--- config.mk ---
export PLATFORM = sky130hd
export DESIGN_NAME = sr_latch_arbiter
export DESIGN_NICKNAME = d
export VERILOG_FILES = /design/src/rtl/sr_latch_arbiter.sv
export SDC_FILE = /design/constraint.sdc
export NUM_CORES = 1
export LEC_CHECK = 0
export CORE_MARGIN = 2
export CORE_UTILIZATION = 35
export DETAILED_ROUTE_END_ITERATION = 8
export DONT_BUFFER_PORTS = 1
export HOLD_SLACK_MARGIN = 0.06
export PLACE_DENSITY = 0.49
export SETUP_SLACK_MARGIN = 0.2
export SYNTH_ARGS = -nofsm -noshare
export SYNTH_HDL_FRONTEND = slang
export SYNTH_SLANG_ARGS = --single-unit
--- constraint.sdc ---
create_clock -name clk -period 2.4 [get_ports clk]
set_clock_uncertainty 0.1 [all_clocks]
set_input_delay 0.24 -clock clk [delete_from_list [all_inputs] [get_ports clk]]
set_output_delay 0.24 -clock clk [all_outputs]
set_load 0.05 [all_outputs]
--- src/rtl/sr_latch_arbiter.sv ---
// sr_latch_arbiter: shares a bank of SR latches between requesters A and B.
// Each granted request becomes a clean set or reset pulse of PULSE_W cycles,
// then a settle cycle, a q check, and a one-cycle ack to the requester.
//
//   state  | meaning
//   IDLE   | waiting for req_a/req_b; round-robin grant on a tie
//   DRIVE  | set or reset pulse held on the captured latch
//   SETTLE | all drives low; latch q sampled at the end of the cycle
//   DONE   | ack to the captured requester, err = invalid | mismatch
module sr_latch_arbiter #(
  parameter int NUM_LATCH = 4,
  parameter int IDX_W     = 2,
  parameter int PULSE_W   = 2
) (
  input  logic                 clk,
  input  logic                 rst,
  input  logic                 req_a,
  input  logic                 op_a,
  input  logic [IDX_W-1:0]     idx_a,
  output logic                 ack_a,
  input  logic                 req_b,
  input  logic                 op_b,
  input  logic [IDX_W-1:0]     idx_b,
  output logic                 ack_b,
  output logic                 err,
  output logic                 busy,
  output logic [NUM_LATCH-1:0] latch_set,
  output logic [NUM_LATCH-1:0] latch_reset,
  input  logic [NUM_LATCH-1:0] latch_q
);

  localparam int NSLOT = 1 << IDX_W;
  localparam int CNT_W = $clog2(PULSE_W + 1);
  localparam logic [CNT_W-1:0] CNT_LOAD = CNT_W'(PULSE_W - 1);

  typedef enum logic [1:0] {IDLE, DRIVE, SETTLE, DONE} state_t;

  state_t               state_q, state_d;
  logic [CNT_W-1:0]     cnt_q, cnt_d;
  logic                 op_q, op_d;
  logic [IDX_W-1:0]     idx_q, idx_d;
  logic                 id_b_q, id_b_d;
  logic                 invalid_q, invalid_d;
  logic                 last_b_q, last_b_d;
  logic                 ack_a_q, ack_a_d;
  logic                 ack_b_q, ack_b_d;
  logic                 err_q, err_d;
  logic                 busy_q, busy_d;
  logic [NUM_LATCH-1:0] set_q, set_d;
  logic [NUM_LATCH-1:0] reset_q, reset_d;

  logic                 grant_a, grant_b;
  logic [NSLOT-1:0]     q_pad;
  logic [NSLOT-1:0]     slot_hot;
  logic [NUM_LATCH-1:0] drv;

  assign ack_a       = ack_a_q;
  assign ack_b       = ack_b_q;
  assign err         = err_q;
  assign busy        = busy_q;
  assign latch_set   = set_q;
  assign latch_reset = reset_q;

  // Next-state, capture and registered-output decode.
  always_comb begin
    state_d   = state_q;
    cnt_d     = cnt_q;
    op_d      = op_q;
    idx_d     = idx_q;
    id_b_d    = id_b_q;
    invalid_d = invalid_q;
    last_b_d  = last_b_q;
    err_d     = 1'b0;
    // q is zero-padded so an out-of-range index can be read safely; the
    // invalid flag masks its value anyway.
    q_pad     = NSLOT'(latch_q);
    // On a tie, the requester that was not granted last wins.
    grant_a   = req_a & (~req_b | last_b_q);
    grant_b   = req_b & (~req_a | ~last_b_q);

    case (state_q)
      IDLE: begin
        if (grant_a | grant_b) begin
          id_b_d    = grant_b;
          last_b_d  = grant_b;
          op_d      = grant_b ? op_b : op_a;
          idx_d     = grant_b ? idx_b : idx_a;
          invalid_d = int'(idx_d) >= NUM_LATCH;
          cnt_d     = CNT_LOAD;
          state_d   = invalid_d ? SETTLE : DRIVE;
        end
      end
      DRIVE: begin
        if (cnt_q == '0) state_d = SETTLE;
        else             cnt_d   = cnt_q - 1'b1;
      end
      SETTLE: begin
        state_d = DONE;
        err_d   = invalid_q | (q_pad[idx_q] != op_q);
      end
      DONE: begin
        state_d = IDLE;
      end
      default: state_d = IDLE;
    endcase

    // Only one one-hot vector exists and it goes to either set or reset,
    // so set=reset=1 can never be produced on any latch.
    slot_hot = NSLOT'(1) << idx_d;
    drv      = (state_d == DRIVE) ? NUM_LATCH'(slot_hot) : '0;
    set_d    = op_d ? drv : '0;
    reset_d  = op_d ? '0 : drv;
    ack_a_d  = (state_d == DONE) & ~id_b_d;
    ack_b_d  = (state_d == DONE) & id_b_d;
    busy_d   = state_d != IDLE;
  end

  // State, capture and output registers with synchronous reset.
  always_ff @(posedge clk) begin
    if (rst) begin
      state_q   <= IDLE;
      cnt_q     <= '0;
      op_q      <= 1'b0;
      idx_q     <= '0;
      id_b_q    <= 1'b0;
      invalid_q <= 1'b0;
      last_b_q  <= 1'b1;
      ack_a_q   <= 1'b0;
      ack_b_q   <= 1'b0;
      err_q     <= 1'b0;
      busy_q    <= 1'b0;
      set_q     <= '0;
      reset_q   <= '0;
    end else begin
      state_q   <= state_d;
      cnt_q     <= cnt_d;
      op_q      <= op_d;
      idx_q     <= idx_d;
      id_b_q    <= id_b_d;
      invalid_q <= invalid_d;
      last_b_q  <= last_b_d;
      ack_a_q   <= ack_a_d;
      ack_b_q   <= ack_b_d;
      err_q     <= err_d;
      busy_q    <= busy_d;
      set_q     <= set_d;
      reset_q   <= reset_d;
    end
  end

endmodule

==> results_dict.tcl, run 1 <==
set metrics [dict create \
    ys_seq_elements 21 \
    netlist_top_cells_count "sky130_fd_sc_hd__dfxtp_1 (21), sky130_fd_sc_hd__nor2_1 (9), sky130_fd_sc_hd__nor4_1 (8)" \
    stdcell_area_um2 925 \
    track_usage_pct 13.8 \
    run_status "completed" \
    worstSkewPairLatency_ns 0.31 \
    total_switching_power_uw 275 \
    p_int_uw 524 \
    numPortBuffers 0 \
    worst_ep_required_time_ns 2.52 \
    finalMaxSlewViolations 0 \
    path_clk_slew_ns 0.11 \
    power.density_cell_area_nw_per_um2 864 \
    final_routed_drc_violation_total 0 \
    worst-setup-path-type "reg -> reg" \
    worst-slew-pin-transition_ns 0.639 \
    syn_area_um2 840 \
    swShare_pct 34.4 \
    route.final.wire_length_um 1680 \
    final_layout_size_suffix_gt1_share_pct 18.4 \
    largest_net_degree_at_the_start_of_global_routing 19 \
    total_leakage_power_uw 0.000331 \
    reg2reg_to "latch_reset[2]" \
    ant_nets 0 \
    synth_area_leader "sky130_fd_sc_hd__dfxtp_1" \
    detail_route.first_pass.iterations 6 \
    clkPwrFrac_pct 21.3 \
    synth_top_area_share_pct 50.1 \
    max_cap_viol_count 0 \
    synth_cell_types 31 \
    cts-htree-levels 1 \
    synthesis.instances 82 \
    num-nets-final 103 \
    worstSetupEndpointType "flip-flop" \
    antenna_found_initial 0 \
    setup-violations-final 0 \
    crit_chain "a21boi_2 > mux2_4 > mux2_4 > nor4_1" \
    asyncSetResetFlopFracSynth_pct 0 \
    grt_pass1_wl_um 2700 \
    worstHoldStart "idx_a[1]" \
    power.sequential.fraction_pct 57.6 \
    critical-path-max-stage-delay_ns 0.35 \
    die_h_um 53.0 \
    syn_to_final_growth_pct 10.1 \
    ys.flop_type "sky130_fd_sc_hd__dfxtp_1" \
    critical_path.slowest_cell "sky130_fd_sc_hd__dfxtp_1" \
    period_needed_ns 1.76 \
    remaining_max_slew_budget_at_the_tightest_pin_pct 57.3 \
    vdd_drop_max_uv 367 \
    fp-row-count 17 \
    timing.critical_path.fanout_max 6 \
    clk_tree_root_cell "sky130_fd_sc_hd__clkbuf_4" \
    diodes 0 \
    wire_per_inst_um 14.6 \
    routabilityCongestion 0.693 \
    drt-vias-per-instance 5.44 \
    worst_hold_path.num_cells 2 \
    setup_repair_after_global_routing_missed_its_margin "no" \
    setup_tns_ns 0 \
    r2r.worst_path.cells 4 \
    floorplan.initialDensity_pct 37.6 \
    synth_most_common_cell "sky130_fd_sc_hd__dfxtp_1" \
    timing.fmax_mhz 569 \
    clock_sink_count 21 \
    overflow 0 \
    die_x_um 53.0 \
    min_period_over_period_pct 73.2 \
    tritoncts "yes" \
    clock_path_buffers 2 \
    filler_cell_count 245 \
    post_cts_gate_resize_count 0 \
    syn_area_cell_um2 10.2 \
    core_region_area_um2 2230 \
    dr_total_vias 626 \
    first_global_vias 613 \
    post_synth_net_total 97 \
    cpMostUsedCell "sky130_fd_sc_hd__mux2_4" \
    crit_path_start_kind "flip-flop" \
    post_synth_main_area_contributors "sky130_fd_sc_hd__dfxtp_1 (50%), sky130_fd_sc_hd__nor4_1 (6.0%), sky130_fd_sc_hd__nor2_1 (4.0%)" \
    seq_area_frac_synth_pct 50.1 \
    dr.first_iter.drc_count 17 \
    hold_class "in -> reg" \
    hold-path-endpoint "idx_q[1]" \
    top_level_port_count 26 \
    post-layout-total-power_uw 799 \
    yosysWarnings 0 \
    post_dp_cell_area_um2 867 \
    worst_r2r_startpoint "last_b_q" \
    r2r_slack_ns 0.64 \
    floorplan.die_area_um2 2810 \
    worst-endpoint-arrival_ns 1.87 \
    place.detailed.hpwl_um 1240 \
    final_hold_fails 0 \
    number_of_clock_buffers_inserted_by_tritoncts 3 \
    combinational_fraction_of_design_power_pct 21.1 \
    number_of_flops_mapped_to_enable_cells_by_yosys 0 \
]
==> metrics by stage <==
stage               std cells  setup slack [ns]  hold slack (ns)  util (%)
global placement          108             0.653            0.215      38.8
global route              115             0.523           0.0799      41.4
CTS                       115             0.633           0.0667      41.4
finish                    115             0.642           0.0712      41.4
floorplan                  82             0.878            0.291         -
detailed placement        108             0.664            0.215      38.8
==> critical path, delay by kind of cell, from the launching register on <==
kind / cells / cell delay, ns
muxes: 2 / 0.62
AOI/OAI and AO/OA: 1 / 0.31
DFF: 1 / 0.35
and+or+nand+nor: 1 / 0.29
==> power groups by stage <==
stage | Sequential, uW | Combinational [uW] | Clock [uW]
after CTS | 461 | 168 | 176
after floorplan | 463 | 137 | 0
after global routing | 466 | 187 | 192
final | 460 | 168 | 170
after global placement | 470 | 160 | 0
after detailed placement | 470 | 160 | 0
==> worst max path at each step <==
stage | startpoint | end | slack [ns]
detailed placement | last_b_q | latch_reset[2] | 0.66
global placement | last_b_q | latch_reset[2] | 0.65
global route | last_b_q | latch_reset[2] | 0.52
finish | last_b_q | latch_reset[2] | 0.64
floorplan | last_b_q | latch_reset[0] | 0.88
CTS | last_b_q | latch_reset[2] | 0.63
==> state kept, by name, indices dropped and copies added, names as in the netlist <==
name / cells
ack_a: 1
ack_b: 1
busy: 1
cnt_q: 2
err: 1
id_b_q: 1
idx_q: 2
last_b_q: 1
latch_reset: 4
latch_set: 4
op_q: 1
state_q: 2
==> kinds of logic after synthesis <==
logic type	synth area share, %
multiplexers	7.45
buffers and inverters	3.13
AO/OA/AOI/OAI	13.6
adder cells (fa/ha/maj)	1.49
flip-flops	50.1
AND/OR/NAND/NOR	23.2
XOR/XNOR	1.04
==> repair_timing <==
action / in CTS / in global routing
setup buffers: 0 / 0
hold buffers: 3 / 0
hold endpoints to repair: 20 / 0
==> cell usage in the layout, fill, tap and decap left out, drive strengths merged, types with 2 or more instances in the layout <==
| master | count |
|---|---|
| mux2 | 2 |
| dlygate4sd3 | 3 |
| a31o | 2 |
| a31oi | 2 |
| a21oi | 3 |
| nor3 | 2 |
| inv | 3 |
| clkbuf | 3 |
| or2 | 3 |
| dfxtp | 21 |
| nand2b | 4 |
| nor4 | 8 |
| nor2 | 9 |
| nand2 | 3 |
| a211oi | 2 |
==> metal layers <==
metal  up-vias  wire length (um)  track usage [%]
met5         -                 0                0
met4         0                46             8.97
met3         7               106             2.82
met2        23               729             21.0
met1       283               795             17.4
li1        313                 -                -
==> layout make-up <==
class,instances,area (um2),area share [%]
inverter,3,11.3,1.22
multi-input combinational,55,393,42.5
timing repair buffer,4,37.5,4.06
clock buffer,3,22.5,2.44
sequential,21,420,45.5
tap,28,35.0,3.79
clock inverter,1,5.00,0.541
No activity file was read; power rests on OpenSTA's default activity.
==> inputs of run 2 (changes only) <==
==> constraint.sdc (replaced) <==
create_clock -name clk -period 1.7 [get_ports clk]
set_clock_uncertainty 0.1 [all_clocks]
set_input_delay 0.17 -clock clk [delete_from_list [all_inputs] [get_ports clk]]
set_output_delay 0.17 -clock clk [all_outputs]
set_load 0.05 [all_outputs]
==> run 2 against run 1 <==
Effect of this change:
- the flow now finishes with violations (negative hold slack)
- largest power group unchanged
- fmax grew 12%
- worst hold slack got worse by 0.25 ns
- critical path type unchanged
- critical endpoint is now latch_reset[3]
- wire length up 12%
- via count rose by 4.5%
- global-route usage grew 1.4 points
- combinational power grew 110%
==> results_dict.tcl, run 2 (synthesis results as in run 1) <==
set metrics [dict create \
    run_status "finished, violations left" \
    failed_checks "negative hold slack" \
    crit_path_start_kind "flip-flop" \
    total_leakage_power_uw 0.000380 \
    worstSkewPairLatency_ns 0.30 \
    power.density_cell_area_nw_per_um2 1150 \
    top_layer_used "met4" \
    max_cap_viol_count 0 \
    fp-row-count 17 \
    final_layout_size_suffix_gt1_share_pct 45.2 \
    drt-vias-per-instance 5.40 \
    grt_pass1_wl_um 3050 \
    num-nets-final 109 \
    worst-slew-pin-transition_ns 0.494 \
    core_region_area_um2 2230 \
    crit_chain "inv_2 > ha_4 > nor3b_4 > a22oi_1 > a31o_4 > nor4_2" \
    route.met3.wl_um 119 \
    setup_tns_ns 0 \
    worst_r2r_startpoint "cnt_q[0]" \
    clock_path_buffers 2 \
    track_usage_pct 15.2 \
    finalHoldWorstSlack_ns -0.174 \
    path_clk_slew_ns 0.11 \
    die_x_um 53.0 \
    met1_length_um 850 \
    hold_class "in -> reg" \
    timing.fmax_mhz 636 \
    worst_ep_required_time_ns 1.81 \
    setup_repair_after_global_routing_missed_its_margin "yes" \
    worst-endpoint-arrival_ns 1.68 \
    vdd_drop_max_uv 571 \
    r2r.worst_path.cells 6 \
    layout_commonest_cell "sky130_fd_sc_hd__dfxtp_1" \
    remaining_max_slew_budget_at_the_tightest_pin_pct 67.0 \
    route.final.wire_length_um 1880 \
    numPortBuffers 0 \
    critical_path.slowest_cell "sky130_fd_sc_hd__dfxtp_2" \
    largest_net_degree_at_the_start_of_global_routing 19 \
    critical_path.startpoint "cnt_q[0]" \
    clock_sink_count 21 \
    worst_hold_path.num_cells 1 \
    setup-violations-final 0 \
    buffering_stage_count_on_the_worst_path_with_inverters_included 1 \
    top_level_port_count 26 \
    first_global_vias 652 \
    wire_per_inst_um 15.5 \
    critical-path-max-stage-delay_ns 0.36 \
    dr_total_vias 654 \
    cts-htree-levels 1 \
    diodes 0 \
    period_needed_ns 1.57 \
    worst-setup-path-type "reg -> reg" \
    overflow 0 \
    antenna_found_initial 0 \
    floorplan.die_area_um2 2810 \
    die_h_um 53.0 \
    final_hold_fails 20 \
    worstSetupEndpointType "flip-flop" \
    number_of_clock_buffers_inserted_by_tritoncts 3 \
    detail_route.first_pass.iterations 2 \
    most-common-layout-cells "sky130_fd_sc_hd__dfxtp_1 (16), sky130_fd_sc_hd__nor2_1 (9), sky130_fd_sc_hd__buf_4 (9)" \
    routabilityCongestion 0.724 \
    floorplan.initialDensity_pct 37.6 \
    worstHoldStart "rst" \
    cpLargestDelayFamily "simple AND/OR/NAND/NOR gates" \
    finalMaxSlewViolations 0 \
    min_period_over_period_pct 92.4 \
    syn_to_final_growth_pct 28.5 \
    ant_nets 0 \
    critical_path_depth 6 \
    dr.first_iter.drc_count 4 \
    tritoncts "yes" \
    final_routed_drc_violation_total 0 \
    place.detailed.hpwl_um 1340 \
    clk_tree_root_cell "sky130_fd_sc_hd__clkbuf_4" \
    timing.critical_path.fanout_max 4 \
    met2_length_um 899 \
]
-- run 2: cell types whose count changed in the layout (fill, tap and decap cells not counted), moves of 2 or more --
cell	before	now
sky130_fd_sc_hd__inv_1	3	1
sky130_fd_sc_hd__nor4_2	0	4
sky130_fd_sc_hd__a31o_4	0	2
sky130_fd_sc_hd__inv_2	0	2
sky130_fd_sc_hd__dfxtp_2	0	5
sky130_fd_sc_hd__a31oi_2	0	2
sky130_fd_sc_hd__dlygate4sd3_1	3	0
sky130_fd_sc_hd__a31oi_1	2	0
sky130_fd_sc_hd__nor4_4	0	2
sky130_fd_sc_hd__dfxtp_1	21	16
sky130_fd_sc_hd__buf_4	1	9
sky130_fd_sc_hd__nor4_1	8	2
sky130_fd_sc_hd__a31o_2	2	0
-- run 2: worst reg2reg max path, stage by stage, from the launching register on --
cell and delay (ns):
sky130_fd_sc_hd__dfxtp_2 0.36, sky130_fd_sc_hd__inv_2 0.04, sky130_fd_sc_hd__ha_4 0.16, sky130_fd_sc_hd__nor3b_4 0.18, sky130_fd_sc_hd__a22oi_1 0.10, sky130_fd_sc_hd__a31o_4 0.25, sky130_fd_sc_hd__nor4_2 0.29
-- run 2: cell type report --
type                       instances  area [um2]
timing repair buffer              10        78.8
multi-input combinational         55         499
fill                             218        1150
inverter                           3        11.3
clock inverter                     1        5.00
sequential                        21         427
clock buffer                       3        22.5
tap                               28        35.0
-- run 2: routing by layer --
layer	GRT usage, %	up-vias
li1	-	322
met1	18.9	315
met2	24.4	15
met3	4.24	2
met4	6.41	0
met5	0	-
-- run 2: worst paths after layout --
check | endpoint | slack, ns
hold reg to reg | ack_a | 0.32
hold / removal | op_q | -0.17
setup / recovery | latch_reset[3] | 0.13
setup reg to reg | latch_reset[3] | 0.13
-- run 2: metrics by stage --
stage,area [um2],setup WS (ns),utilization [%],instances,total power (uW)
after detailed placement,910,0.0166,40.7,111,924
after CTS,990,0.108,44.3,119,1200
after global routing,1080,0.0450,48.3,121,1320
final,1080,0.129,48.3,121,1240
after global placement,910,0.0243,40.7,111,922
after floorplan,860,0.178,-,82,864
-- run 2: repair_timing --
action | in CTS | in global routing
endpoints found under the hold margin | 21 | 20
pin swaps | 4 | 2
buffers inserted | 4 | 2
resized for setup | 7 | 12
endpoints found under the setup margin | 6 | 8
-- run 2: power by group --
part           switching [uW]  total [uW]  internal, uW
registers                 110         655           545
clock network             148         235          87.6
logic                     176         354           179
total                     433        1240           811
==> inputs of run 3 (changes only) <==
--- a/config.mk
+++ b/config.mk
@@ -10,7 +10,7 @@
 export DETAILED_ROUTE_END_ITERATION = 8
 export DONT_BUFFER_PORTS = 1
 export HOLD_SLACK_MARGIN = 0.06
-export PLACE_DENSITY = 0.49
+export PLACE_DENSITY = 0.45
 export SETUP_SLACK_MARGIN = 0.2
 export SYNTH_ARGS = -nofsm -noshare
 export SYNTH_HDL_FRONTEND = slang
==> run 3 against run 2 <==
Effect of this change:
- the flow still finishes with violations (negative hold slack)
- clock power rose by 4%
- largest power group unchanged
- register-to-register slack barely moved
- critical endpoint is now latch_reset[1]
- power fell by 1.6%
- worst setup slack got worse by 0.0054 ns
- sequential power rose by 0.8%
==> results_dict.tcl, run 3 (synthesis results as in run 1) <==
set metrics [dict create \
    run_status "finished, violations left" \
    failed_checks "negative hold slack" \
    detail_route.first_pass.iterations 4 \
    total_switching_power_uw 431 \
    timing.fmax_mhz 634 \
    crit_path_start_kind "flip-flop" \
    met2_length_um 902 \
    track_usage_pct 15.2 \
    setup_repair_after_global_routing_missed_its_margin "yes" \
    numPortBuffers 0 \
    most-common-layout-cells "sky130_fd_sc_hd__dfxtp_1 (17), sky130_fd_sc_hd__nor2_1 (8), sky130_fd_sc_hd__buf_4 (7)" \
    min_period_over_period_pct 92.7 \
    grt_pass1_wl_um 3000 \
    setup-violations-final 0 \
    total_leakage_power_uw 0.000362 \
    timing.critical_path.fanout_max 4 \
    place.detailed.hpwl_um 1310 \
    hold_class "in -> reg" \
    worst_r2r_startpoint "last_b_q" \
    tritoncts "yes" \
    filler_cell_count 212 \
    routabilityCongestion 0.701 \
    path_clk_slew_ns 0.12 \
    antenna_found_initial 0 \
    worst_ep_required_time_ns 1.83 \
    worstSetupEndpointType "flip-flop" \
    diodes 0 \
    ant_nets 0 \
    finish.cell_count_without_fillers 118 \
    finalHoldWorstSlack_ns -0.191 \
    combinational_fraction_of_design_power_pct 26.1 \
    die_x_um 53.0 \
    final_core_utilization_pct 46.6 \
    critical_path.startpoint "last_b_q" \
    p_int_uw 793 \
    syn_to_final_growth_pct 24.0 \
    worst-endpoint-arrival_ns 1.71 \
    remaining_max_slew_budget_at_the_tightest_pin_pct 66.6 \
    place_ws_ns 0.0604 \
    worstHoldStart "rst" \
    layout_commonest_cell "sky130_fd_sc_hd__dfxtp_1" \
    top_level_port_count 26 \
    power.density_cell_area_nw_per_um2 1180 \
    fp-row-count 17 \
    clk_tree_root_cell "sky130_fd_sc_hd__clkbuf_4" \
    worst-setup-path-type "reg -> reg" \
    number_of_clock_buffers_inserted_by_tritoncts 3 \
    final_layout_size_suffix_gt1_share_pct 44.4 \
    die_h_um 53.0 \
    top_layer_used "met4" \
    core_region_area_um2 2230 \
    clock_path_buffers 2 \
    clkPwrFrac_pct 20.0 \
    drt-vias-per-instance 5.35 \
    clock_sink_count 21 \
    placed_cells 111 \
    vdd_drop_max_uv 583 \
    period_needed_ns 1.58 \
    first_global_vias 643 \
    max_cap_viol_count 0 \
    final_routed_drc_violation_total 0 \
    largest_net_degree_at_the_start_of_global_routing 19 \
    worstSkewPairLatency_ns 0.30 \
    floorplan.die_area_um2 2810 \
    cts-htree-levels 1 \
    final.setup.worst_slack_ns 0.123 \
    finalMaxSlewViolations 0 \
    route.final.wire_length_um 1880 \
    swShare_pct 35.2 \
    num-nets-final 106 \
    dr.first_iter.drc_count 2 \
    wire_per_inst_um 15.9 \
    route.met3.wl_um 104 \
    dr_total_vias 631 \
    met1_length_um 844 \
    power.sequential.fraction_pct 53.9 \
    final_hold_fails 20 \
    setup_tns_ns 0 \
    floorplan.initialDensity_pct 37.6 \
    overflow 0 \
    worst-slew-pin-transition_ns 0.501 \
]
run 3: final cells by class:
cell class                      instances  area, um2  area share (%)
Timing Repair Buffer                    7       52.6            5.05
Tap cell                               28       35.0            3.37
Sequential cell                        21        425            40.9
Inverter                                3       11.3            1.08
Clock buffer                            3       22.5            2.16
Clock inverter                          1       5.00           0.481
Multi-Input combinational cell         55        489            47.0
run 3: stage by stage:
| step | hold WS, ns | cell area [um2] | total power (uW) |
|---|---|---|---|
| after floorplan | 0.260 | 860 | 864 |
| after global placement | 0.145 | 910 | 921 |
| after detailed placement | 0.146 | 910 | 924 |
| after CTS | -0.196 | 973 | 1190 |
| after global routing | -0.208 | 1040 | 1300 |
| final | -0.191 | 1040 | 1220 |
run 3: worst max-delay path, stage by stage (launching register included):
cell,delay [ns]
sky130_fd_sc_hd__dfxtp_2,0.35
sky130_fd_sc_hd__a21boi_4,0.15
sky130_fd_sc_hd__mux2_4,0.33
sky130_fd_sc_hd__mux2_4,0.30
sky130_fd_sc_hd__nor4_2,0.26
run 3: path summary, 6_finish.rpt:
| kind | end | slack (ns) | depth (start not counted) |
|---|---|---|---|
| setup reg to reg | latch_reset[1] | 0.12 | 4 |
| setup / recovery | latch_reset[1] | 0.12 | 4 |
| hold reg to reg | ack_a | 0.32 | 1 |
| hold / removal | cnt_q[1] | -0.19 | 1 |
run 3: repair_timing:
item	in CTS	in global routing
cloned	0	0
setup endpoints to repair	9	11
buffers inserted	3	0
pin swaps	2	7
gates resized for setup	3	14
endpoints found under the hold margin	21	21
run 3: power by group through the flow:
stage          clock network, uW  logic [uW]  registers, uW
5_1_grt                      277         353            666
6_report                     245         319            660
3_5_place_dp                   0         258            666
4_1_cts                      256         283            655
2_1_floorplan                  0         208            656
3_3_place_gp                   0         255            666
run 3: routing by layer:
layer / track usage [%] / up-vias
met5: 0 / -
met4: 7.69 / 0
met3: 3.39 / 4
met2: 25.2 / 17
met1: 18.4 / 294
li1: - / 316
